File: src/rtl/fbindct_if.sv
// Streaming port bundle for the 8-point forward binDCT pipeline.
// The input side carries one 8-sample vector plus a LAST flag; the output
// side carries the 8 coefficients plus the same LAST flag. Lane i of x_in /
// y_out occupies bits [i*W +: W] of the packed vector.
interface fbindct_if #(
    parameter int IN_WIDTH  = 8,
    parameter int OUT_WIDTH = 18
);
    logic [7:0][IN_WIDTH-1:0]  x_in;
    logic                      in_valid;
    logic                      in_ready;
    logic                      in_last;
    logic [7:0][OUT_WIDTH-1:0] y_out;
    logic                      out_valid;
    logic                      out_ready;
    logic                      out_last;

    // The transform block: consumes vectors, produces coefficients.
    modport slave (
        input  x_in, in_valid, in_last, out_ready,
        output in_ready, y_out, out_valid, out_last
    );

    // The environment: produces vectors, consumes coefficients.
    modport master (
        output x_in, in_valid, in_last, out_ready,
        input  in_ready, y_out, out_valid, out_last
    );
endinterface

File: src/rtl/fbindct_pipe.sv
// Fully pipelined 8-point forward binDCT built from lifting steps
// (shifts and adds only). One vector per cycle, four register stages,
// valid/ready flow control with bubble collapse, LAST sideband carried
// alongside each vector, optional rounding of the outputs to integers.
//
// Handshake: a vector moves across the input port on a rising edge where
// in_valid & in_ready are both 1, and across the output port where
// out_valid & out_ready are both 1. While out_valid=1 and out_ready=0 the
// output (y_out, out_last) holds its value. in_ready depends on out_ready
// combinationally through the stage ready chain, never on in_valid.
//
// Fixed point: every internal word is signed OUT_WIDTH bits carrying
// FRAC_BITS fraction bits. Right shifts are arithmetic (floor). There is
// no saturation; overflow wraps. FRAC_BITS must be at least 3 so that the
// 1/8 lifting taps keep fraction bits.
module fbindct_pipe #(
    parameter int IN_WIDTH  = 8,
    parameter int INT_BITS  = 4,
    parameter int FRAC_BITS = 6,
    parameter int OUT_WIDTH = IN_WIDTH + INT_BITS + FRAC_BITS,
    parameter int ROUND_OUT = 0
) (
    input  logic     clk,
    input  logic     rst,
    fbindct_if.slave bus
);
    localparam int W = OUT_WIDTH;
    typedef logic signed [W-1:0] word_t;

    // Half an output LSB in Q(FRAC_BITS), used for round-half-up.
    localparam word_t HALF = word_t'(1) <<< (FRAC_BITS - 1);

    // ------------------------------------------------------------------
    // Flow control: stage k can load when it is empty or when the stage
    // after it is moving on this cycle. An empty stage anywhere downstream
    // therefore lets everything above it advance (bubble collapse).
    // ------------------------------------------------------------------
    logic v1, v2, v3, v4;
    logic ready1, ready2, ready3, ready4;

    // Ready chain from the output backwards to the input.
    always_comb begin
        ready4 = !v4 || bus.out_ready;
        ready3 = !v3 || ready4;
        ready2 = !v2 || ready3;
        ready1 = !v1 || ready2;
    end

    assign bus.in_ready = ready1;

    // Stage valid bits: each loading stage takes the valid of its upstream.
    always_ff @(posedge clk) begin
        if (rst) begin
            v1 <= 1'b0;
            v2 <= 1'b0;
            v3 <= 1'b0;
            v4 <= 1'b0;
        end else begin
            if (ready1) v1 <= bus.in_valid;
            if (ready2) v2 <= v1;
            if (ready3) v3 <= v2;
            if (ready4) v4 <= v3;
        end
    end

    // ------------------------------------------------------------------
    // S1: butterfly sums/differences, scaled into Q(FRAC_BITS).
    // ------------------------------------------------------------------
    word_t sx     [8];
    word_t a_next [8];

    // Sign-extend each sample to the internal width and form the butterflies.
    always_comb begin
        for (int i = 0; i < 8; i++) begin
            sx[i] = word_t'(signed'(bus.x_in[i]));
        end
        a_next[0] = (sx[0] + sx[7]) <<< FRAC_BITS;
        a_next[1] = (sx[1] + sx[6]) <<< FRAC_BITS;
        a_next[2] = (sx[2] + sx[5]) <<< FRAC_BITS;
        a_next[3] = (sx[3] + sx[4]) <<< FRAC_BITS;
        a_next[4] = (sx[3] - sx[4]) <<< FRAC_BITS;
        a_next[5] = (sx[2] - sx[5]) <<< FRAC_BITS;
        a_next[6] = (sx[1] - sx[6]) <<< FRAC_BITS;
        a_next[7] = (sx[0] - sx[7]) <<< FRAC_BITS;
    end

    word_t s1_a [8];
    logic  s1_last;

    // S1 register: captures a new vector only when one is offered.
    always_ff @(posedge clk) begin
        if (rst) begin
            s1_a    <= '{default: '0};
            s1_last <= 1'b0;
        end else if (ready1 && bus.in_valid) begin
            s1_a    <= a_next;
            s1_last <= bus.in_last;
        end
    end

    // ------------------------------------------------------------------
    // S2: lifting rotation of the odd pair (a5, a6). a5 and a6 are fully
    // consumed here, so only the other six butterfly terms travel on.
    // ------------------------------------------------------------------
    word_t b0_next, b1_next;

    // Two lifting steps: b0 from a5/a6, then b1 from b0/a5.
    always_comb begin
        b0_next = (s1_a[5] >>> 2) + (s1_a[5] >>> 3) + s1_a[6];
        b1_next = (b0_next >>> 1) + (b0_next >>> 3) - s1_a[5];
    end

    word_t s2_a0, s2_a1, s2_a2, s2_a3, s2_a4, s2_a7;
    word_t s2_b0, s2_b1;
    logic  s2_last;

    // S2 register: lifting results plus forwarded butterfly terms.
    always_ff @(posedge clk) begin
        if (rst) begin
            s2_a0   <= '0;
            s2_a1   <= '0;
            s2_a2   <= '0;
            s2_a3   <= '0;
            s2_a4   <= '0;
            s2_a7   <= '0;
            s2_b0   <= '0;
            s2_b1   <= '0;
            s2_last <= 1'b0;
        end else if (ready2 && v1) begin
            s2_a0   <= s1_a[0];
            s2_a1   <= s1_a[1];
            s2_a2   <= s1_a[2];
            s2_a3   <= s1_a[3];
            s2_a4   <= s1_a[4];
            s2_a7   <= s1_a[7];
            s2_b0   <= b0_next;
            s2_b1   <= b1_next;
            s2_last <= s1_last;
        end
    end

    // ------------------------------------------------------------------
    // S3: second butterfly layer.
    // ------------------------------------------------------------------
    word_t c_next [8];

    // Even half from the forwarded sums, odd half mixes in the lifting terms.
    always_comb begin
        c_next[0] = s2_a0 + s2_a3;
        c_next[1] = s2_a1 + s2_a2;
        c_next[2] = s2_a1 - s2_a2;
        c_next[3] = s2_a0 - s2_a3;
        c_next[4] = s2_a4 + s2_b1;
        c_next[5] = s2_a4 - s2_b1;
        c_next[6] = s2_a7 - s2_b0;
        c_next[7] = s2_a7 + s2_b0;
    end

    word_t s3_c [8];
    logic  s3_last;

    // S3 register.
    always_ff @(posedge clk) begin
        if (rst) begin
            s3_c    <= '{default: '0};
            s3_last <= 1'b0;
        end else if (ready3 && v2) begin
            s3_c    <= c_next;
            s3_last <= s2_last;
        end
    end

    // ------------------------------------------------------------------
    // S4: final lifting steps and reordering into coefficient order.
    // ------------------------------------------------------------------
    word_t d0, d1, d2, d3, d4, d5, d6;
    word_t y_next [8];

    // Final lifting network; c7 passes straight through as coefficient 1.
    always_comb begin
        d0 = s3_c[0] + s3_c[1];
        d1 = (d0 >>> 1) - s3_c[1];
        d2 = s3_c[2] - ((s3_c[3] >>> 2) + (s3_c[3] >>> 3));
        d3 = s3_c[3] + (d2 >>> 2) + (d2 >>> 3);
        d4 = s3_c[4] - (s3_c[7] >>> 3);
        d5 = s3_c[5] + (s3_c[6] >>> 1) + (s3_c[6] >>> 2) + (s3_c[6] >>> 3);
        d6 = s3_c[6] - (d5 >>> 1);

        y_next[0] = d0;
        y_next[1] = s3_c[7];
        y_next[2] = d3;
        y_next[3] = d6;
        y_next[4] = d1;
        y_next[5] = d5;
        y_next[6] = d2;
        y_next[7] = d4;
    end

    word_t s4_y [8];
    logic  s4_last;

    // S4 register: drives the output port and holds it during a stall.
    always_ff @(posedge clk) begin
        if (rst) begin
            s4_y    <= '{default: '0};
            s4_last <= 1'b0;
        end else if (ready4 && v3) begin
            s4_y    <= y_next;
            s4_last <= s3_last;
        end
    end

    // ------------------------------------------------------------------
    // Output: raw Q(FRAC_BITS) or rounded to integer (half up), taken
    // combinationally from the S4 register so it is stable under stall.
    // ------------------------------------------------------------------

    // Optional rounding of each coefficient lane.
    always_comb begin
        for (int i = 0; i < 8; i++) begin
            if (ROUND_OUT != 0) begin
                bus.y_out[i] = (s4_y[i] + HALF) >>> FRAC_BITS;
            end else begin
                bus.y_out[i] = s4_y[i];
            end
        end
    end

    assign bus.out_valid = v4;
    assign bus.out_last  = s4_last;

endmodule

File: src/flat_wrapper.sv
// flat-port wrapper written by rule: the top's interface ports become plain ports
module fbindct_pipe_flat 
#(
    parameter int IN_WIDTH  = 8,
    parameter int INT_BITS  = 4,
    parameter int FRAC_BITS = 6,
    parameter int OUT_WIDTH = IN_WIDTH + INT_BITS + FRAC_BITS,
    parameter int ROUND_OUT = 0
)
  (clk, rst, bus_x_in, bus_in_valid, bus_in_last, bus_out_ready, bus_in_ready, bus_y_out, bus_out_valid, bus_out_last);
  fbindct_if #(.IN_WIDTH(IN_WIDTH), .OUT_WIDTH(OUT_WIDTH)) bus_i ();
  input  logic clk;
  input  logic rst;
  input wire logic [$bits(bus_i.x_in)-1:0] bus_x_in;
  input wire logic [$bits(bus_i.in_valid)-1:0] bus_in_valid;
  input wire logic [$bits(bus_i.in_last)-1:0] bus_in_last;
  input wire logic [$bits(bus_i.out_ready)-1:0] bus_out_ready;
  output wire logic [$bits(bus_i.in_ready)-1:0] bus_in_ready;
  output wire logic [$bits(bus_i.y_out)-1:0] bus_y_out;
  output wire logic [$bits(bus_i.out_valid)-1:0] bus_out_valid;
  output wire logic [$bits(bus_i.out_last)-1:0] bus_out_last;
  assign bus_i.x_in = bus_x_in;
  assign bus_i.in_valid = bus_in_valid;
  assign bus_i.in_last = bus_in_last;
  assign bus_i.out_ready = bus_out_ready;
  assign bus_in_ready = bus_i.in_ready;
  assign bus_y_out = bus_i.y_out;
  assign bus_out_valid = bus_i.out_valid;
  assign bus_out_last = bus_i.out_last;
  fbindct_pipe #(.IN_WIDTH(IN_WIDTH), .INT_BITS(INT_BITS), .FRAC_BITS(FRAC_BITS), .OUT_WIDTH(OUT_WIDTH), .ROUND_OUT(ROUND_OUT)) u_core (.clk(clk), .rst(rst), .bus(bus_i));
endmodule
File: config.mk
export PLATFORM = sky130hd
export DESIGN_NAME = fbindct_pipe_flat
export DESIGN_NICKNAME = d
export VERILOG_FILES = /design/src/rtl/fbindct_if.sv /design/src/rtl/fbindct_pipe.sv /design/src/flat_wrapper.sv
export SDC_FILE = /design/constraint.sdc
export NUM_CORES = 1
export LEC_CHECK = 0
export CAP_MARGIN = 20
export CORE_MARGIN = 2
export CORE_UTILIZATION = 44
export DETAILED_ROUTE_END_ITERATION = 6
export PLACE_DENSITY_LB_ADDON = 0.12
export SKIP_LAST_GASP = 1
export SLEW_MARGIN = 20
export SYNTH_ARGS = -nofsm -noshare
export SYNTH_HDL_FRONTEND = slang
export SYNTH_SLANG_ARGS = --single-unit
File: constraint.sdc
create_clock -name clk -period 6 [get_ports clk]
set_input_delay 1.2 -clock clk [delete_from_list [all_inputs] [get_ports clk]]
set_output_delay 1.2 -clock clk [all_outputs]
set_load 0.02 [all_outputs]
==> impl_results.html, run 1 <==
<table>
<tr><th>Metric</th><th>Value</th></tr>
<tr><th colspan="2">Synthesis</th></tr>
<tr><td>Proportion of synthesized flip-flops having asynchronous set or reset</td><td>0</td></tr>
<tr><td>Dominant synthesized flop cell</td><td>dfxtp_1</td></tr>
<tr><td>Count of mapped cells out of synthesis</td><td>3276</td></tr>
<tr><td>Cell types occupying the most area after synthesis</td><td>dfxtp_1, ha_1, a21oi_1</td></tr>
<tr><td>Flip-flop and latch count after synthesis</td><td>386</td></tr>
<tr><td>Leading area contributor after synthesis</td><td>dfxtp_1</td></tr>
<tr><td>Netlist area before placement</td><td>26200 sq um</td></tr>
<tr><td>Share of the yosys chip area belonging to registers</td><td>0.295</td></tr>
<tr><td>EDFF count, synth</td><td>0</td></tr>
<tr><td>Synthesized area per cell</td><td>7.99 sq um</td></tr>
<tr><td>Number of warning messages in the yosys log</td><td>0</td></tr>
<tr><td>Share of the synthesized area in the top cell type</td><td>0.295</td></tr>
<tr><td>Cell variety after synth</td><td>70</td></tr>
<tr><th colspan="2">Setup path</th></tr>
<tr><td>Critical register-to-register path startpoint</td><td>u_core.s3_c[25]$_SDFFE_PP0P_</td></tr>
<tr><td>Cell-by-cell listing of the critical path</td><td>inv_1 &gt; fa_1 &gt; fa_1 &gt; inv_1 &gt; ha_1 &gt; a2111oi_4 &gt; o31a_1 &gt; o21bai_1 &gt; a21oi_1 &gt; xor2_1 &gt; ha_1 &gt; o21a_1 &gt; and3_1 &gt; a211o_1 &gt; maj3_2 &gt; maj3_2 &gt; a31oi_1 &gt; nor4_1 &gt; a311o_1</td></tr>
<tr><td>Buf+Inv Stages, Crit Path</td><td>2</td></tr>
<tr><td>Gate family responsible for the most delay along the worst path</td><td>adder cells</td></tr>
<tr><td>FF-to-FF End</td><td>u_core.bus.y_out[68]$_SDFFE_PP0P_</td></tr>
<tr><td>Kind of launch point of the worst setup path</td><td>flip-flop</td></tr>
<tr><td>Data arrival time of the critical path</td><td>5.80 ns</td></tr>
<tr><td>Startpoint-to-endpoint class of the critical path</td><td>flip-flop to flip-flop</td></tr>
<tr><td>Standard cell with the maximum stage delay on the critical path</td><td>fa_1</td></tr>
<tr><td>Required @ worst endpoint</td><td>6.48 ns</td></tr>
<tr><td>Slack of the worst reg-to-reg path</td><td>0.68 ns</td></tr>
<tr><td>Highest fanout seen on the critical path</td><td>4</td></tr>
<tr><td>Number of cells traversed by the worst register-to-register path</td><td>19</td></tr>
<tr><td>Element type at the critical path end</td><td>flip-flop</td></tr>
<tr><td>Delay of the slowest critical-path stage</td><td>0.49 ns</td></tr>
<tr><th colspan="2">Cells and area</th></tr>
<tr><td>Proportion of layout cells with a drive suffix above 1</td><td>0.0368</td></tr>
<tr><td>Nets</td><td>3819</td></tr>
<tr><td>Antenna diodes</td><td>0</td></tr>
<tr><td>Commonest non-fill, non-tap cell in the layout</td><td>nand2_1</td></tr>
<tr><td>FILL cells</td><td>5621</td></tr>
<tr><td>Final cell area excluding filler cells</td><td>30200 sq um</td></tr>
<tr><td>Area overhead of the layout relative to synthesis</td><td>15.3%</td></tr>
<tr><td>Non-Filler Instances</td><td>4193</td></tr>
<tr><td>Highest-count cells in the layout ignoring fill and taps</td><td>nand2_1, a21oi_1, dfxtp_1</td></tr>
<tr><th colspan="2">Clock network</th></tr>
<tr><td>Clock-pin transition on the worst setup and hold timing paths</td><td>0.06 ns</td></tr>
<tr><td>Clock root buffer master</td><td>clkbuf_16</td></tr>
<tr><td>Maximum buffer depth of the clock tree</td><td>3</td></tr>
<tr><td>CTS sink cnt</td><td>386</td></tr>
<tr><td>Source-to-sink clock delay at the later pin of the worst-skew pair</td><td>0.59 ns</td></tr>
<tr><td>Setup Fix Bufs, Post-CTS</td><td>0</td></tr>
<tr><td>Hold buffer count at cts</td><td>0</td></tr>
<tr><td>H-Tree Depth</td><td>2</td></tr>
<tr><td>Post-cts gate resize count</td><td>0</td></tr>
<tr><td>Cts bufs inserted</td><td>44</td></tr>
<tr><td>CTS tree</td><td>built</td></tr>
<tr><th colspan="2">Die</th></tr>
<tr><td>Horizontal extent of the die</td><td>248 um</td></tr>
<tr><td>Standard-cell rows</td><td>89</td></tr>
<tr><td>Placeable core area</td><td>58900 sq um</td></tr>
<tr><td>Die H</td><td>248 um</td></tr>
<tr><td>Starting utilization of the core area</td><td>0.444</td></tr>
<tr><td>Top-level I/O count</td><td>216</td></tr>
<tr><td>Floorplan die area</td><td>61500 sq um</td></tr>
<tr><th colspan="2">Flow run</th></tr>
<tr><td>Max-cap violations</td><td>0</td></tr>
<tr><th colspan="2">Power</th></tr>
<tr><td>Worst voltage drop across the vdd grid</td><td>255 uV</td></tr>
<tr><td>Power density over the cells</td><td>334 nW/um^2</td></tr>
<tr><td>Static leakage</td><td>0.0123 uW</td></tr>
<tr><th colspan="2">Timing</th></tr>
<tr><td>Worst slew margin relative to its limit</td><td>0.234</td></tr>
<tr><td>Setup repair after global routing missed its margin</td><td>no</td></tr>
<tr><td>Achievable frequency</td><td>0.188 GHz</td></tr>
<tr><td>Worst-Margin Slew</td><td>1.15 ns</td></tr>
<tr><td>Shortest clock period the worst path allows after layout</td><td>5.32 ns</td></tr>
<tr><td>Worst hold-check slack</td><td>0.449 ns</td></tr>
<tr><td>Final clock period utilization by the worst path</td><td>0.886</td></tr>
<tr><td>Setup WS post-layout</td><td>0.681 ns</td></tr>
<tr><td>Total Negative Setup Slacks</td><td>0 ns</td></tr>
<tr><td>Final Hold Fails</td><td>0</td></tr>
<tr><td>Total count of max-transition violations in the final report</td><td>0</td></tr>
<tr><td>Layout Skew</td><td>0.0231 ns</td></tr>
<tr><td>Final setup vio count</td><td>0</td></tr>
<tr><th colspan="2">Min path</th></tr>
<tr><td>Hold endpoint</td><td>u_core.s2_a4[11]$_SDFFE_PP0P_</td></tr>
<tr><td>Worst hold path cell count</td><td>2</td></tr>
<tr><td>Hold_sp</td><td>u_core.s1_a[65]$_SDFFE_PP0P_</td></tr>
<tr><td>Tightest Hold Check Type</td><td>flip-flop to flip-flop</td></tr>
<tr><th colspan="2">Placement</th></tr>
<tr><td>Quantity of I/O buffers inserted on ports</td><td>195</td></tr>
<tr><td>Post-placement worst setup slack</td><td>0.656 ns</td></tr>
<tr><td>Final HPWL DP</td><td>55200 um</td></tr>
<tr><td>Placed Area</td><td>28700 sq um</td></tr>
<tr><td>Routability Congestion</td><td>0.885</td></tr>
<tr><td>Number of instances in the placed design</td><td>4112</td></tr>
<tr><th colspan="2">Drt</th></tr>
<tr><td>Count of routing violations after the opening detailed-route iteration</td><td>1098</td></tr>
<tr><td>Total DRC errors in the routed layout</td><td>0</td></tr>
<tr><td>Via Count</td><td>22001</td></tr>
<tr><td>Wire length reported by the detailed router</td><td>71000 um</td></tr>
<tr><td>First-pass DRT Iterations</td><td>4</td></tr>
<tr><td>Number of vias per cell after detailed routing</td><td>5.25</td></tr>
<tr><td>Final routed wire length divided by cell count</td><td>16.9 um</td></tr>
<tr><td>Antenna violation net count after detailed routing</td><td>0</td></tr>
<tr><th colspan="2">Global route</th></tr>
<tr><td>Number of global-route vias before repair</td><td>21069</td></tr>
<tr><td>Maximum number of pins on one net before global-route repair</td><td>228</td></tr>
<tr><td>Number of antenna violations at the first check in global routing</td><td>0</td></tr>
<tr><td>Total global routing track utilization</td><td>0.229</td></tr>
<tr><td>Wire length of the first global-routing pass</td><td>113000 um</td></tr>
<tr><td>Total grt overflow</td><td>0</td></tr>
<tr><th colspan="2">Status</th></tr>
<tr><td>Status</td><td>finished, final reports clean</td></tr>
</table>
[where the power goes]
group | internal [uW] | total, uW | switching, uW
clock network | 1710 | 2850 | 1140
registers | 2750 | 2910 | 163
logic | 1860 | 4310 | 2450
total | 6320 | 10100 | 3750
[cells by family (layout without fill, tap and decap cells)]
kind of cell / count (synthesis) / count (layout) / share of synthesized area
other: 1 / 20 / 0.000143
buffers and inverters: 510 / 635 / 0.0766
adders and majority gates: 369 / 369 / 0.199
xor gates and xnor gates: 181 / 181 / 0.0616
muxes: 1 / 1 / 0.000382
AOI/OAI and AO/OA: 869 / 869 / 0.206
DFF: 386 / 386 / 0.295
and+or+nand+nor: 959 / 959 / 0.162
[worst register-to-register path, cell delays in order, from the launching register on]
cell and delay (ns):
dfxtp_1 0.38, inv_1 0.13, fa_1 0.49, fa_1 0.49, inv_1 0.05, ha_1 0.36, a2111oi_4 0.34, o31a_1 0.26
o21bai_1 0.08, a21oi_1 0.19, xor2_1 0.23, ha_1 0.29, o21a_1 0.13, and3_1 0.18, a211o_1 0.33, maj3_2 0.32
maj3_2 0.35, a31oi_1 0.21, nor4_1 0.07, a311o_1 0.33
[sequential cells by signal, indices dropped and copies added (netlist names), 8 cells and up]
signal	flops
u_core.s2_a3	9
u_core.s2_a7	8
u_core.s2_b1	17
u_core.s2_a4	8
u_core.s1_a	68
u_core.bus.y_out	121
u_core.s2_a2	9
u_core.s3_c	107
u_core.s2_a0	9
u_core.s2_a1	9
u_core.s2_b0	13
[cell type report]
| cell class | count | area, sq um | share of cell area |
|---|---|---|---|
| sequential | 386 | 7730 | 0.256 |
| multi-input combinational | 2399 | 16600 | 0.548 |
| inverter | 342 | 1280 | 0.0425 |
| tap | 773 | 967 | 0.0320 |
| clock inverter | 22 | 259 | 0.00858 |
| clock buffer | 59 | 1280 | 0.0423 |
| timing repair buffer | 212 | 2120 | 0.0703 |
[how the worst max path moves through the flow]
stage                                            start                           endpoint  slack (ns)  cells past startpoint
final                     u_core.s3_c[25]$_SDFFE_PP0P_  u_core.bus.y_out[68]$_SDFFE_PP0P_        0.68                     19
after detailed placement  u_core.s3_c[25]$_SDFFE_PP0P_  u_core.bus.y_out[68]$_SDFFE_PP0P_        0.66                     19
after global routing      u_core.s3_c[22]$_SDFFE_PP0P_  u_core.bus.y_out[68]$_SDFFE_PP0P_        0.31                     19
after CTS                 u_core.s3_c[25]$_SDFFE_PP0P_  u_core.bus.y_out[68]$_SDFFE_PP0P_        0.64                     19
after global placement    u_core.s3_c[25]$_SDFFE_PP0P_  u_core.bus.y_out[68]$_SDFFE_PP0P_        0.77                     19
after floorplan           u_core.s3_c[23]$_SDFFE_PP0P_  u_core.bus.y_out[68]$_SDFFE_PP0P_        1.09                     19
[layer usage]
layer  share of wire  vias up  GRT usage
li1                -    11290          -
met1            0.50    10193      0.327
met2            0.44      438      0.364
met3           0.042       80     0.0261
met4           0.023        0     0.0648
met5               0        -          0
[through the flow]
step | power (uW) | util
2_1_floorplan | 6250 | -
3_3_place_gp | 7160 | 0.487
3_5_place_dp | 7240 | 0.487
4_1_cts | 10100 | 0.513
5_1_grt | 10800 | 0.513
6_report | 10100 | 0.513
[cell usage after synthesis (4+ instances only)]
master / number
nand2_1: 439
a21oi_1: 389
dfxtp_1: 386
inv_1: 342
ha_1: 286
nor2_1: 241
clkbuf_1: 137
xnor2_1: 137
o21ai_0: 122
a211oi_1: 101
fa_1: 79
nor3_1: 62
o21bai_1: 53
nand3_1: 52
xor2_1: 42
a21o_1: 34
or3_1: 30
nand3b_1: 28
o21a_1: 27
nor2b_1: 25
buf_4: 24
a31oi_1: 21
and3_1: 21
a311oi_1: 17
o211ai_1: 17
nand2b_1: 16
a21boi_0: 15
o31a_1: 10
and2_1: 8
nor4b_1: 8
o31ai_1: 8
a211o_1: 7
buf_1: 7
nor3b_1: 7
a2111oi_0: 6
nand4_1: 5
nor4_1: 5
a221oi_1: 4
a31o_2: 4
o21ba_2: 4
or2_2: 4
(Power assumes the default switching activity.)
==> run 2, diff against run 1 <==
ABC_AREA = 1   (was unset)
==> run 2 against run 1 <==
Via count grew 1.9%. Sequential cell count did not move. Utilization shrank 0.16 points. Total power up 3.6%. Setup slack improved by 0.70 ns. Global-route usage decreased by 0.86 points. Sequential share of layout area fell by 0.49 points. Fmax grew 15%.
==> impl_results.html, run 2 <==
<table>
<tr><th>Metric</th><th>Value</th></tr>
<tr><th colspan="2">Status</th></tr>
<tr><td>Status</td><td>finished, final reports clean (unchanged)</td></tr>
<tr><th colspan="2">Cells and area</th></tr>
<tr><td>Area overhead of the layout relative to synthesis</td><td>14.9% (was 15.3%)</td></tr>
<tr><td>Nets</td><td>4148 (was 3819)</td></tr>
<tr><td>Commonest non-fill, non-tap cell in the layout</td><td>inv_1 (was nand2_1)</td></tr>
<tr><td>Proportion of layout cells with a drive suffix above 1</td><td>0.0398 (was 0.0368)</td></tr>
<tr><td>Antenna diodes</td><td>0 (unchanged)</td></tr>
<tr><td>Layout Utilization</td><td>0.511 (was 0.513)</td></tr>
<tr><td>Highest-count cells in the layout ignoring fill and taps</td><td>inv_1, a21oi_1, nor2_1 (was nand2_1, a21oi_1, dfxtp_1)</td></tr>
<tr><td>Final cell area excluding filler cells</td><td>30800 sq um (was 30200 sq um)</td></tr>
<tr><td>Max FFs per register</td><td>121 (unchanged)</td></tr>
<tr><td>Non-Filler Instances</td><td>4530 (was 4193)</td></tr>
<tr><th colspan="2">Setup path</th></tr>
<tr><td>Slack of the worst reg-to-reg path</td><td>1.38 ns (was 0.68 ns)</td></tr>
<tr><td>Cell-by-cell listing of the critical path</td><td>fa_1 &gt; ha_1 &gt; inv_1 &gt; o311ai_0 &gt; nand2_1 &gt; a21oi_1 &gt; xor2_1 &gt; inv_1 &gt; fa_1 &gt; inv_1 &gt; ha_1 &gt; nand2_1 &gt; nor2_1 &gt; nand4_1 &gt; o2111ai_1 &gt; a221oi_1 &gt; nor2_1 &gt; o21ai_1 &gt; inv_1 (was inv_1 &gt; fa_1 &gt; fa_1 &gt; inv_1 &gt; ha_1 &gt; a2111oi_4 &gt; o31a_1 &gt; o21bai_1 &gt; a21oi_1 &gt; xor2_1 &gt; ha_1 &gt; o21a_1 &gt; and3_1 &gt; a211o_1 &gt; maj3_2 &gt; maj3_2 &gt; a31oi_1 &gt; nor4_1 &gt; a311o_1)</td></tr>
<tr><td>Delay of the slowest critical-path stage</td><td>0.52 ns (was 0.49 ns)</td></tr>
<tr><td>Startpoint-to-endpoint class of the critical path</td><td>flip-flop to flip-flop (unchanged)</td></tr>
<tr><td>Highest fanout seen on the critical path</td><td>4 (unchanged)</td></tr>
<tr><td>Data arrival time of the critical path</td><td>5.08 ns (was 5.80 ns)</td></tr>
<tr><td>Buf+Inv Stages, Crit Path</td><td>4 (was 2)</td></tr>
<tr><td>Worst Setup SP</td><td>u_core.s1_a[48]$_SDFFE_PP0P_ (was u_core.s3_c[25]$_SDFFE_PP0P_)</td></tr>
<tr><td>Standard cell with the maximum stage delay on the critical path</td><td>o311ai_0 (was fa_1)</td></tr>
<tr><td>Gate family responsible for the most delay along the worst path</td><td>adder cells (unchanged)</td></tr>
<tr><td>Most common cell on crit path</td><td>inv_1</td></tr>
<tr><td>Element type at the critical path end</td><td>flip-flop (unchanged)</td></tr>
<tr><td>Kind of launch point of the worst setup path</td><td>flip-flop (unchanged)</td></tr>
<tr><td>Required @ worst endpoint</td><td>6.47 ns (was 6.48 ns)</td></tr>
<tr><td>Critical register-to-register path startpoint</td><td>u_core.s1_a[48]$_SDFFE_PP0P_ (was u_core.s3_c[25]$_SDFFE_PP0P_)</td></tr>
<tr><th colspan="2">Synthesis</th></tr>
<tr><td>Number of warning messages in the yosys log</td><td>0 (unchanged)</td></tr>
<tr><td>Dominant synthesized flop cell</td><td>dfxtp_1 (unchanged)</td></tr>
<tr><td>Leading post-synthesis cells by instance count</td><td>inv_1, a21oi_1, nor2_1 (was nand2_1, a21oi_1, dfxtp_1)</td></tr>
<tr><td>Compound-Gate Fraction of Synth Area</td><td>0.199 (was 0.206)</td></tr>
<tr><td>Synthesized-area fraction occupied by adder cells</td><td>0.193 (was 0.199)</td></tr>
<tr><td>Cell types occupying the most area after synthesis</td><td>dfxtp_1, ha_1, inv_1 (was dfxtp_1, ha_1, a21oi_1)</td></tr>
<tr><td>EDFF count, synth</td><td>0 (unchanged)</td></tr>
<tr><td>Mux share of post-synthesis cell area</td><td>0 (was 0.000382)</td></tr>
<tr><td>Xor-xnor portion of the synthesized cell area</td><td>0.0725 (was 0.0616)</td></tr>
<tr><td>Flip-flop and latch count after synthesis</td><td>386 (unchanged)</td></tr>
<tr><td>Proportion of synthesized flip-flops having asynchronous set or reset</td><td>0 (unchanged)</td></tr>
<tr><td>Count of mapped cells out of synthesis</td><td>3599 (was 3276)</td></tr>
<tr><td>Largest family of logic cells by synthesized area</td><td>compound AO/OA/AOI/OAI gates (unchanged)</td></tr>
<tr><td>Synthesized area per cell</td><td>7.45 sq um (was 7.99 sq um)</td></tr>
<tr><td>Netlist area before placement</td><td>26800 sq um (was 26200 sq um)</td></tr>
<tr><td>Share of the synthesized area in the top cell type</td><td>0.288 (was 0.295)</td></tr>
<tr><td>Most common cell in the synthesized netlist</td><td>inv_1 (was nand2_1)</td></tr>
<tr><td>Leading area contributor after synthesis</td><td>dfxtp_1 (unchanged)</td></tr>
<tr><td>Share of the yosys chip area belonging to registers</td><td>0.288 (was 0.295)</td></tr>
<tr><td>Post-Synth Simple-Gate Area</td><td>0.132 (was 0.162)</td></tr>
<tr><td>Cell variety after synth</td><td>59 (was 70)</td></tr>
<tr><th colspan="2">Timing</th></tr>
<tr><td>Shortest clock period the worst path allows after layout</td><td>4.62 ns (was 5.32 ns)</td></tr>
<tr><td>Total count of max-transition violations in the final report</td><td>0 (unchanged)</td></tr>
<tr><td>Layout Skew</td><td>0.0309 ns (was 0.0231 ns)</td></tr>
<tr><td>Setup repair after global routing missed its margin</td><td>no (unchanged)</td></tr>
<tr><td>Final setup vio count</td><td>0 (unchanged)</td></tr>
<tr><td>Total Negative Setup Slacks</td><td>0 ns (unchanged)</td></tr>
<tr><td>Achievable frequency</td><td>0.216 GHz (was 0.188 GHz)</td></tr>
<tr><td>Worst-Margin Slew</td><td>0.934 ns (was 1.15 ns)</td></tr>
<tr><td>Worst hold-check slack</td><td>0.451 ns (was 0.449 ns)</td></tr>
<tr><td>Worst slew margin relative to its limit</td><td>0.378 (was 0.234)</td></tr>
<tr><td>Final Hold Fails</td><td>0 (unchanged)</td></tr>
<tr><td>Final clock period utilization by the worst path</td><td>0.770 (was 0.886)</td></tr>
<tr><th colspan="2">Drt</th></tr>
<tr><td>Antenna violation net count after detailed routing</td><td>0 (unchanged)</td></tr>
<tr><td>Total DRC errors in the routed layout</td><td>0 (unchanged)</td></tr>
<tr><td>Final routed wire length divided by cell count</td><td>15.6 um (was 16.9 um)</td></tr>
<tr><td>Count of routing violations after the opening detailed-route iteration</td><td>1424 (was 1098)</td></tr>
<tr><td>Number of vias per cell after detailed routing</td><td>4.95 (was 5.25)</td></tr>
<tr><td>First-pass DRT Iterations</td><td>5 (was 4)</td></tr>
<tr><td>Wire length reported by the detailed router</td><td>70700 um (was 71000 um)</td></tr>
<tr><td>Via Count</td><td>22430 (was 22001)</td></tr>
<tr><th colspan="2">Power</th></tr>
<tr><td>Worst voltage drop across the vdd grid</td><td>204 uV (was 255 uV)</td></tr>
<tr><td>Net switching power</td><td>4160 uW (was 3750 uW)</td></tr>
<tr><td>Switching portion of total power</td><td>0.399 (was 0.373)</td></tr>
<tr><td>Power Internal</td><td>6270 uW (was 6320 uW)</td></tr>
<tr><td>Static leakage</td><td>0.0154 uW (was 0.0123 uW)</td></tr>
<tr><td>Share of power burned in the clock network</td><td>0.277 (was 0.283)</td></tr>
<tr><td>Power density over the cells</td><td>339 nW/um^2 (was 334 nW/um^2)</td></tr>
<tr><td>Flop pwr share</td><td>0.276 (was 0.289)</td></tr>
<tr><td>Combinational cell fraction of total power</td><td>0.447 (was 0.428)</td></tr>
<tr><th colspan="2">Placement</th></tr>
<tr><td>Final HPWL DP</td><td>55100 um (was 55200 um)</td></tr>
<tr><td>Number of instances in the placed design</td><td>4449 (was 4112)</td></tr>
<tr><td>Placed Area</td><td>29200 sq um (was 28700 sq um)</td></tr>
<tr><td>Routability Congestion</td><td>0.930 (was 0.885)</td></tr>
<tr><td>Quantity of I/O buffers inserted on ports</td><td>195 (unchanged)</td></tr>
<tr><th colspan="2">Global route</th></tr>
<tr><td>Total grt overflow</td><td>0 (unchanged)</td></tr>
<tr><td>Maximum number of pins on one net before global-route repair</td><td>127 (was 228)</td></tr>
<tr><td>Number of antenna violations at the first check in global routing</td><td>0 (unchanged)</td></tr>
<tr><td>Wire length of the first global-routing pass</td><td>112000 um (was 113000 um)</td></tr>
<tr><td>Total global routing track utilization</td><td>0.221 (was 0.229)</td></tr>
<tr><td>Number of global-route vias before repair</td><td>20803 (was 21069)</td></tr>
<tr><th colspan="2">Die</th></tr>
<tr><td>Top-level I/O count</td><td>216 (unchanged)</td></tr>
<tr><td>Placeable core area</td><td>60200 sq um (was 58900 sq um)</td></tr>
<tr><td>Horizontal extent of the die</td><td>251 um (was 248 um)</td></tr>
<tr><td>Floorplan die area</td><td>62900 sq um (was 61500 sq um)</td></tr>
<tr><td>Standard-cell rows</td><td>90 (was 89)</td></tr>
<tr><td>Starting utilization of the core area</td><td>0.445 (was 0.444)</td></tr>
<tr><td>Die H</td><td>251 um (was 248 um)</td></tr>
<tr><th colspan="2">Clock network</th></tr>
<tr><td>Clock root buffer master</td><td>clkbuf_16 (unchanged)</td></tr>
<tr><td>Hold buffer count at cts</td><td>0 (unchanged)</td></tr>
<tr><td>CTS sink cnt</td><td>386 (unchanged)</td></tr>
<tr><td>Post-cts gate resize count</td><td>0 (unchanged)</td></tr>
<tr><td>CTS tree</td><td>built (unchanged)</td></tr>
<tr><td>Cts bufs inserted</td><td>45 (was 44)</td></tr>
<tr><td>Clock-pin transition on the worst setup and hold timing paths</td><td>0.06 ns (about the same)</td></tr>
<tr><td>H-Tree Depth</td><td>2 (unchanged)</td></tr>
<tr><td>Setup Fix Bufs, Post-CTS</td><td>0 (unchanged)</td></tr>
<tr><td>Maximum buffer depth of the clock tree</td><td>3 (unchanged)</td></tr>
<tr><td>Source-to-sink clock delay at the later pin of the worst-skew pair</td><td>0.59 ns (about the same)</td></tr>
<tr><th colspan="2">Flow run</th></tr>
<tr><td>Max-cap violations</td><td>0 (unchanged)</td></tr>
<tr><th colspan="2">Min path</th></tr>
<tr><td>Tightest Hold Check Type</td><td>flip-flop to flip-flop (unchanged)</td></tr>
<tr><td>Hold_sp</td><td>u_core.s1_a[138]$_SDFFE_PP0P_ (was u_core.s1_a[65]$_SDFFE_PP0P_)</td></tr>
</table>
## run 2: worst paths after layout
check / end / cells past startpoint
setup reg to reg: u_core.s2_b1[17]$_SDFFE_PP0P_ / 19
hold reg to reg: u_core.s2_a0[12]$_SDFFE_PP0P_ / 2
hold / removal: u_core.s2_a0[12]$_SDFFE_PP0P_ / 2
setup / recovery: u_core.s2_b1[17]$_SDFFE_PP0P_ / 19
## run 2: worst min-delay path, cell delays in order (launching register included)
cell	delay (ns)
dfxtp_1	0.29
inv_1	0.06
a21oi_1	0.05
## run 2: cell type report
| type | instances | area, sq um |
|---|---|---|
| repair buffers | 211 | 2070 |
| clock buffers | 63 | 1340 |
| fillers | 6034 | 29500 |
| well taps | 782 | 978 |
| clock inverters | 18 | 233 |
| multi-input cells | 2440 | 16100 |
| inverters | 630 | 2370 |
| flip-flops and latches | 386 | 7730 |
## run 2: power groups by stage
stage / sequential [uW] / clock, uW / combinational [uW]
after floorplan: 2930 / 0 / 3480
after detailed placement: 2940 / 0 / 4650
after global routing: 2900 / 3070 / 5290
after CTS: 2880 / 2960 / 4680
after global placement: 2930 / 0 / 4630
final: 2880 / 2890 / 4660
## run 2: stage by stage
| stage | setup slack (ns) | power [uW] |
|---|---|---|
| after floorplan | 1.88 | 6410 |
| after detailed placement | 1.37 | 7580 |
| after global routing | 0.990 | 11300 |
| after global placement | 1.40 | 7560 |
| final | 1.38 | 10400 |
| after CTS | 1.38 | 10500 |
## run 2: cell families after synthesis
family,after synthesis
other,1
and+or+nand+nor,859
buffers and inverters,792
DFF,386
adders and majority gates,365
AOI/OAI and AO/OA,975
xor gates and xnor gates,221
## run 2: metal layers
layer	wire [um]	up-vias	GRT usage
met4	1950	0	0.0643
li1	-	11826	-
met3	3280	84	0.0303
met2	29000	470	0.328
met5	0	-	0
met1	36500	10050	0.331
==> run 3, diff against run 2 <==
clock period = 4 ns   (was 6 ns; I/O delays follow)
==> run 3 against run 2 <==
Hold slack improved by 0.0031 ns. Setup slack got worse by 1.4 ns. First-iteration DRC count fell by 5.3%. Via count rose by 5.3%. Largest power group unchanged. Total power rose by 89%. Sequential share of layout area fell by 2.2 points. Clock skew fell by 0.0090 ns. Critical path type unchanged. Design area rose by 10%. Register-to-register slack got worse by 1.4 ns. Die area did not move. The run now ends with setup timing left. Combinational power rose by 140%. Final cell count rose by 5.3%.
==> impl_results.html, run 3 (synthesis gave the netlist of run 2 again) <==
<table>
<tr><th>Metric</th><th>Value</th></tr>
<tr><th colspan="2">Setup path</th></tr>
<tr><td>Highest fanout seen on the critical path</td><td>4 (unchanged)</td></tr>
<tr><td>Number of cells traversed by the worst register-to-register path</td><td>22 (was 19)</td></tr>
<tr><td>Kind of launch point of the worst setup path</td><td>flip-flop (unchanged)</td></tr>
<tr><td>Required @ worst endpoint</td><td>4.47 ns (was 6.47 ns)</td></tr>
<tr><td>Critical register-to-register path startpoint</td><td>u_core.s3_c[23]$_SDFFE_PP0P_ (was u_core.s1_a[48]$_SDFFE_PP0P_)</td></tr>
<tr><td>Data arrival time of the critical path</td><td>4.53 ns (was 5.08 ns)</td></tr>
<tr><td>FF-to-FF End</td><td>u_core.bus.y_out[68]$_SDFFE_PP0P_ (was u_core.s2_b1[17]$_SDFFE_PP0P_)</td></tr>
<tr><td>Startpoint-to-endpoint class of the critical path</td><td>flip-flop to flip-flop (unchanged)</td></tr>
<tr><td>CP endpoint</td><td>u_core.bus.y_out[68]$_SDFFE_PP0P_ (was u_core.s2_b1[17]$_SDFFE_PP0P_)</td></tr>
<tr><td>Element type at the critical path end</td><td>flip-flop (unchanged)</td></tr>
<tr><td>Worst Setup SP</td><td>u_core.s3_c[23]$_SDFFE_PP0P_ (was u_core.s1_a[48]$_SDFFE_PP0P_)</td></tr>
<tr><td>Slack of the worst reg-to-reg path</td><td>-0.06 ns (was 1.38 ns)</td></tr>
<tr><th colspan="2">Power</th></tr>
<tr><td>Net switching power</td><td>7590 uW (was 4160 uW)</td></tr>
<tr><td>Static leakage</td><td>0.0168 uW (was 0.0154 uW)</td></tr>
<tr><td>Power Internal</td><td>12100 uW (was 6270 uW)</td></tr>
<tr><td>Share of power burned in the clock network</td><td>0.221 (was 0.277)</td></tr>
<tr><td>Combinational cell fraction of total power</td><td>0.560 (was 0.447)</td></tr>
<tr><td>Total power after layout</td><td>19700 uW (was 10400 uW)</td></tr>
<tr><td>Flop pwr share</td><td>0.219 (was 0.276)</td></tr>
<tr><td>Worst voltage drop across the vdd grid</td><td>524 uV (was 204 uV)</td></tr>
<tr><td>Power density over the cells</td><td>580 nW/um^2 (was 339 nW/um^2)</td></tr>
<tr><td>Switching portion of total power</td><td>0.385 (was 0.399)</td></tr>
<tr><th colspan="2">Placement</th></tr>
<tr><td>Post-placement worst setup slack</td><td>-0.235 ns (was 1.37 ns)</td></tr>
<tr><td>Routability Congestion</td><td>0.889 (was 0.930)</td></tr>
<tr><td>Final HPWL DP</td><td>55100 um (about the same)</td></tr>
<tr><td>Quantity of I/O buffers inserted on ports</td><td>195 (unchanged)</td></tr>
<tr><th colspan="2">Status</th></tr>
<tr><td>Failing checks</td><td>setup timing</td></tr>
<tr><td>Status</td><td>finished, violations left (was finished, final reports clean)</td></tr>
<tr><th colspan="2">Cells and area</th></tr>
<tr><td>FILL cells</td><td>5634 (was 6034)</td></tr>
<tr><td>Commonest non-fill, non-tap cell in the layout</td><td>inv_1 (unchanged)</td></tr>
<tr><td>Max FFs per register</td><td>121 (unchanged)</td></tr>
<tr><td>Nets</td><td>4390 (was 4148)</td></tr>
<tr><td>Reg area</td><td>7770 sq um (was 7730 sq um)</td></tr>
<tr><td>Antenna diodes</td><td>0 (unchanged)</td></tr>
<tr><td>Proportion of layout cells with a drive suffix above 1</td><td>0.156 (was 0.0398)</td></tr>
<tr><td>Highest-count cells in the layout ignoring fill and taps</td><td>inv_1, nor2_1, a21oi_1 (was inv_1, a21oi_1, nor2_1)</td></tr>
<tr><td>Area overhead of the layout relative to synthesis</td><td>26.9% (was 14.9%)</td></tr>
<tr><td>Area occupied by multi-input gates</td><td>17300 sq um (was 16100 sq um)</td></tr>
<tr><th colspan="2">Drt</th></tr>
<tr><td>Count of routing violations after the opening detailed-route iteration</td><td>1348 (was 1424)</td></tr>
<tr><td>Via Count</td><td>23626 (was 22430)</td></tr>
<tr><td>Wire length reported by the detailed router</td><td>72900 um (was 70700 um)</td></tr>
<tr><td>Antenna violation net count after detailed routing</td><td>0 (unchanged)</td></tr>
<tr><td>Number of vias per cell after detailed routing</td><td>4.95 (about the same)</td></tr>
<tr><td>First-pass DRT Iterations</td><td>5 (unchanged)</td></tr>
<tr><td>Final routed wire length divided by cell count</td><td>15.3 um (was 15.6 um)</td></tr>
<tr><td>Total DRC errors in the routed layout</td><td>0 (unchanged)</td></tr>
<tr><th colspan="2">Global route</th></tr>
<tr><td>Total global routing track utilization</td><td>0.224 (was 0.221)</td></tr>
<tr><td>Maximum number of pins on one net before global-route repair</td><td>157 (was 127)</td></tr>
<tr><td>Wire length of the first global-routing pass</td><td>115000 um (was 112000 um)</td></tr>
<tr><td>Number of antenna violations at the first check in global routing</td><td>1 (was 0)</td></tr>
<tr><td>Total grt overflow</td><td>0 (unchanged)</td></tr>
<tr><td>Number of global-route vias before repair</td><td>21810 (was 20803)</td></tr>
<tr><th colspan="2">Clock network</th></tr>
<tr><td>CTS sink cnt</td><td>386 (unchanged)</td></tr>
<tr><td>CTS tree</td><td>built (unchanged)</td></tr>
<tr><td>Cts bufs inserted</td><td>45 (unchanged)</td></tr>
<tr><td>Hold buffer count at cts</td><td>0 (unchanged)</td></tr>
<tr><td>H-Tree Depth</td><td>2 (unchanged)</td></tr>
<tr><td>Maximum buffer depth of the clock tree</td><td>3 (unchanged)</td></tr>
<tr><td>Clock root buffer master</td><td>clkbuf_16 (unchanged)</td></tr>
<tr><td>Clock-pin transition on the worst setup and hold timing paths</td><td>0.06 ns (about the same)</td></tr>
<tr><td>Source-to-sink clock delay at the later pin of the worst-skew pair</td><td>0.59 ns (about the same)</td></tr>
<tr><th colspan="2">Die</th></tr>
<tr><td>Top-level I/O count</td><td>216 (unchanged)</td></tr>
<tr><td>Standard-cell rows</td><td>90 (unchanged)</td></tr>
<tr><td>Die H</td><td>251 um (unchanged)</td></tr>
<tr><td>Floorplan die area</td><td>62900 sq um (unchanged)</td></tr>
<tr><td>Horizontal extent of the die</td><td>251 um (unchanged)</td></tr>
<tr><td>Placeable core area</td><td>60200 sq um (unchanged)</td></tr>
<tr><td>Starting utilization of the core area</td><td>0.445 (unchanged)</td></tr>
<tr><th colspan="2">Timing</th></tr>
<tr><td>Shortest clock period the worst path allows after layout</td><td>4.06 ns (was 4.62 ns)</td></tr>
<tr><td>Achievable frequency</td><td>0.246 GHz (was 0.216 GHz)</td></tr>
<tr><td>Layout Skew</td><td>0.0219 ns (was 0.0309 ns)</td></tr>
<tr><td>Total count of max-transition violations in the final report</td><td>0 (unchanged)</td></tr>
<tr><td>Final setup vio count</td><td>6 (was 0)</td></tr>
<tr><td>Setup repair after global routing missed its margin</td><td>yes (was no)</td></tr>
<tr><td>Worst hold-check slack</td><td>0.454 ns (was 0.451 ns)</td></tr>
<tr><td>Worst-Margin Slew</td><td>1.03 ns (was 0.934 ns)</td></tr>
<tr><td>Final clock period utilization by the worst path</td><td>1.02 (was 0.770)</td></tr>
<tr><td>Final Hold Fails</td><td>0 (unchanged)</td></tr>
<tr><td>Worst slew margin relative to its limit</td><td>0.310 (was 0.378)</td></tr>
<tr><td>Setup WS post-layout</td><td>-0.0617 ns (was 1.38 ns)</td></tr>
<tr><th colspan="2">Min path</th></tr>
<tr><td>Tightest Hold Check Type</td><td>flip-flop to flip-flop (unchanged)</td></tr>
<tr><th colspan="2">Flow run</th></tr>
<tr><td>Max-cap violations</td><td>0 (unchanged)</td></tr>
</table>
## run 3: changes by cell type in the layout (fill, tap and decap cells not counted), moves of 32 or more
cell     change
a21oi_1     -33
buf_4      +226
ha_1        -41
ha_4        +39
inv_1       -32
nand2_1     -35
## run 3: worst max-delay path, cell delays in order, from the launching register on
cell      delay, ns
dfxtp_4        0.37
inv_4          0.05
fa_2           0.56
fa_1           0.42
inv_2          0.08
ha_4           0.21
a21oi_2        0.14
nand2_2        0.11
buf_4          0.15
a31oi_1        0.15
xor2_1         0.12
ha_1           0.34
buf_4          0.15
a31oi_2        0.09
buf_4          0.14
o211ai_1       0.24
nand2_1        0.11
nand3_2        0.08
nand4_1        0.11
nand3_1        0.10
nand2_1        0.06
nor2_2         0.12
nor2_1         0.04
## run 3: how the worst min path moves through the flow
stage | startpoint | end | slack [ns] | cells after the start
floorplan | u_core.s1_a[137]$_SDFFE_PP0P_ | u_core.s2_a0[11]$_SDFFE_PP0P_ | 0.43 | 2
detailed placement | u_core.s1_a[121]$_SDFFE_PP0P_ | u_core.s2_a1[13]$_SDFFE_PP0P_ | 0.44 | 2
CTS | u_core.s1_a[121]$_SDFFE_PP0P_ | u_core.s2_a1[13]$_SDFFE_PP0P_ | 0.45 | 2
finish | u_core.s1_a[121]$_SDFFE_PP0P_ | u_core.s2_a1[13]$_SDFFE_PP0P_ | 0.45 | 2
global route | u_core.s2_a2[9]$_SDFFE_PP0P_ | u_core.s2_a2[9]$_SDFFE_PP0P_ | 0.50 | 2
global placement | u_core.s1_a[121]$_SDFFE_PP0P_ | u_core.s2_a1[13]$_SDFFE_PP0P_ | 0.44 | 2
## run 3: layout make-up
type | instances | share of cell area
clock buffers | 63 | 0.0386
clock inverters | 16 | 0.00725
inverters | 630 | 0.0701
multi-input cells | 2440 | 0.509
flip-flops and latches | 386 | 0.228
well taps | 782 | 0.0288
repair buffers | 453 | 0.118
## run 3: timing repair
item,CTS,global route
pin swaps,41,123
hold endpoints to repair,0,0
gates resized for setup,82,216
buffers inserted,10,21
endpoints found under the setup margin,22,31
## run 3: per-stage QoR
stage	std cells	util	area [sq um]	setup TNS (ns)
after global placement	4663	0.513	30900	-2.06
after CTS	4752	0.547	33000	-0.123
after global routing	4770	0.565	34000	-4.63
final	4770	0.565	34000	-0.135
after floorplan	3618	-	26900	-0.0716
after detailed placement	4663	0.513	30900	-2.88
## run 3: power groups by stage
stage                     clock network [uW]  registers, uW  logic [uW]
after floorplan                            0           4390        5260
after global placement                     0           4380        8630
after detailed placement                   0           4390        8670
after CTS                               4450           4310        9270
after global routing                    4610           4340       12200
final                                   4350           4310       11100
## run 3: routing by layer
| metal | GRT usage | vias to the layer above | part of all wire |
|---|---|---|---|
| met1 | 0.325 | 10733 | 0.50 |
| met3 | 0.0319 | 109 | 0.045 |
| met4 | 0.0612 | 2 | 0.026 |
| li1 | - | 12326 | - |
| met2 | 0.348 | 456 | 0.43 |
| met5 | 0 | - | 0.00015 |
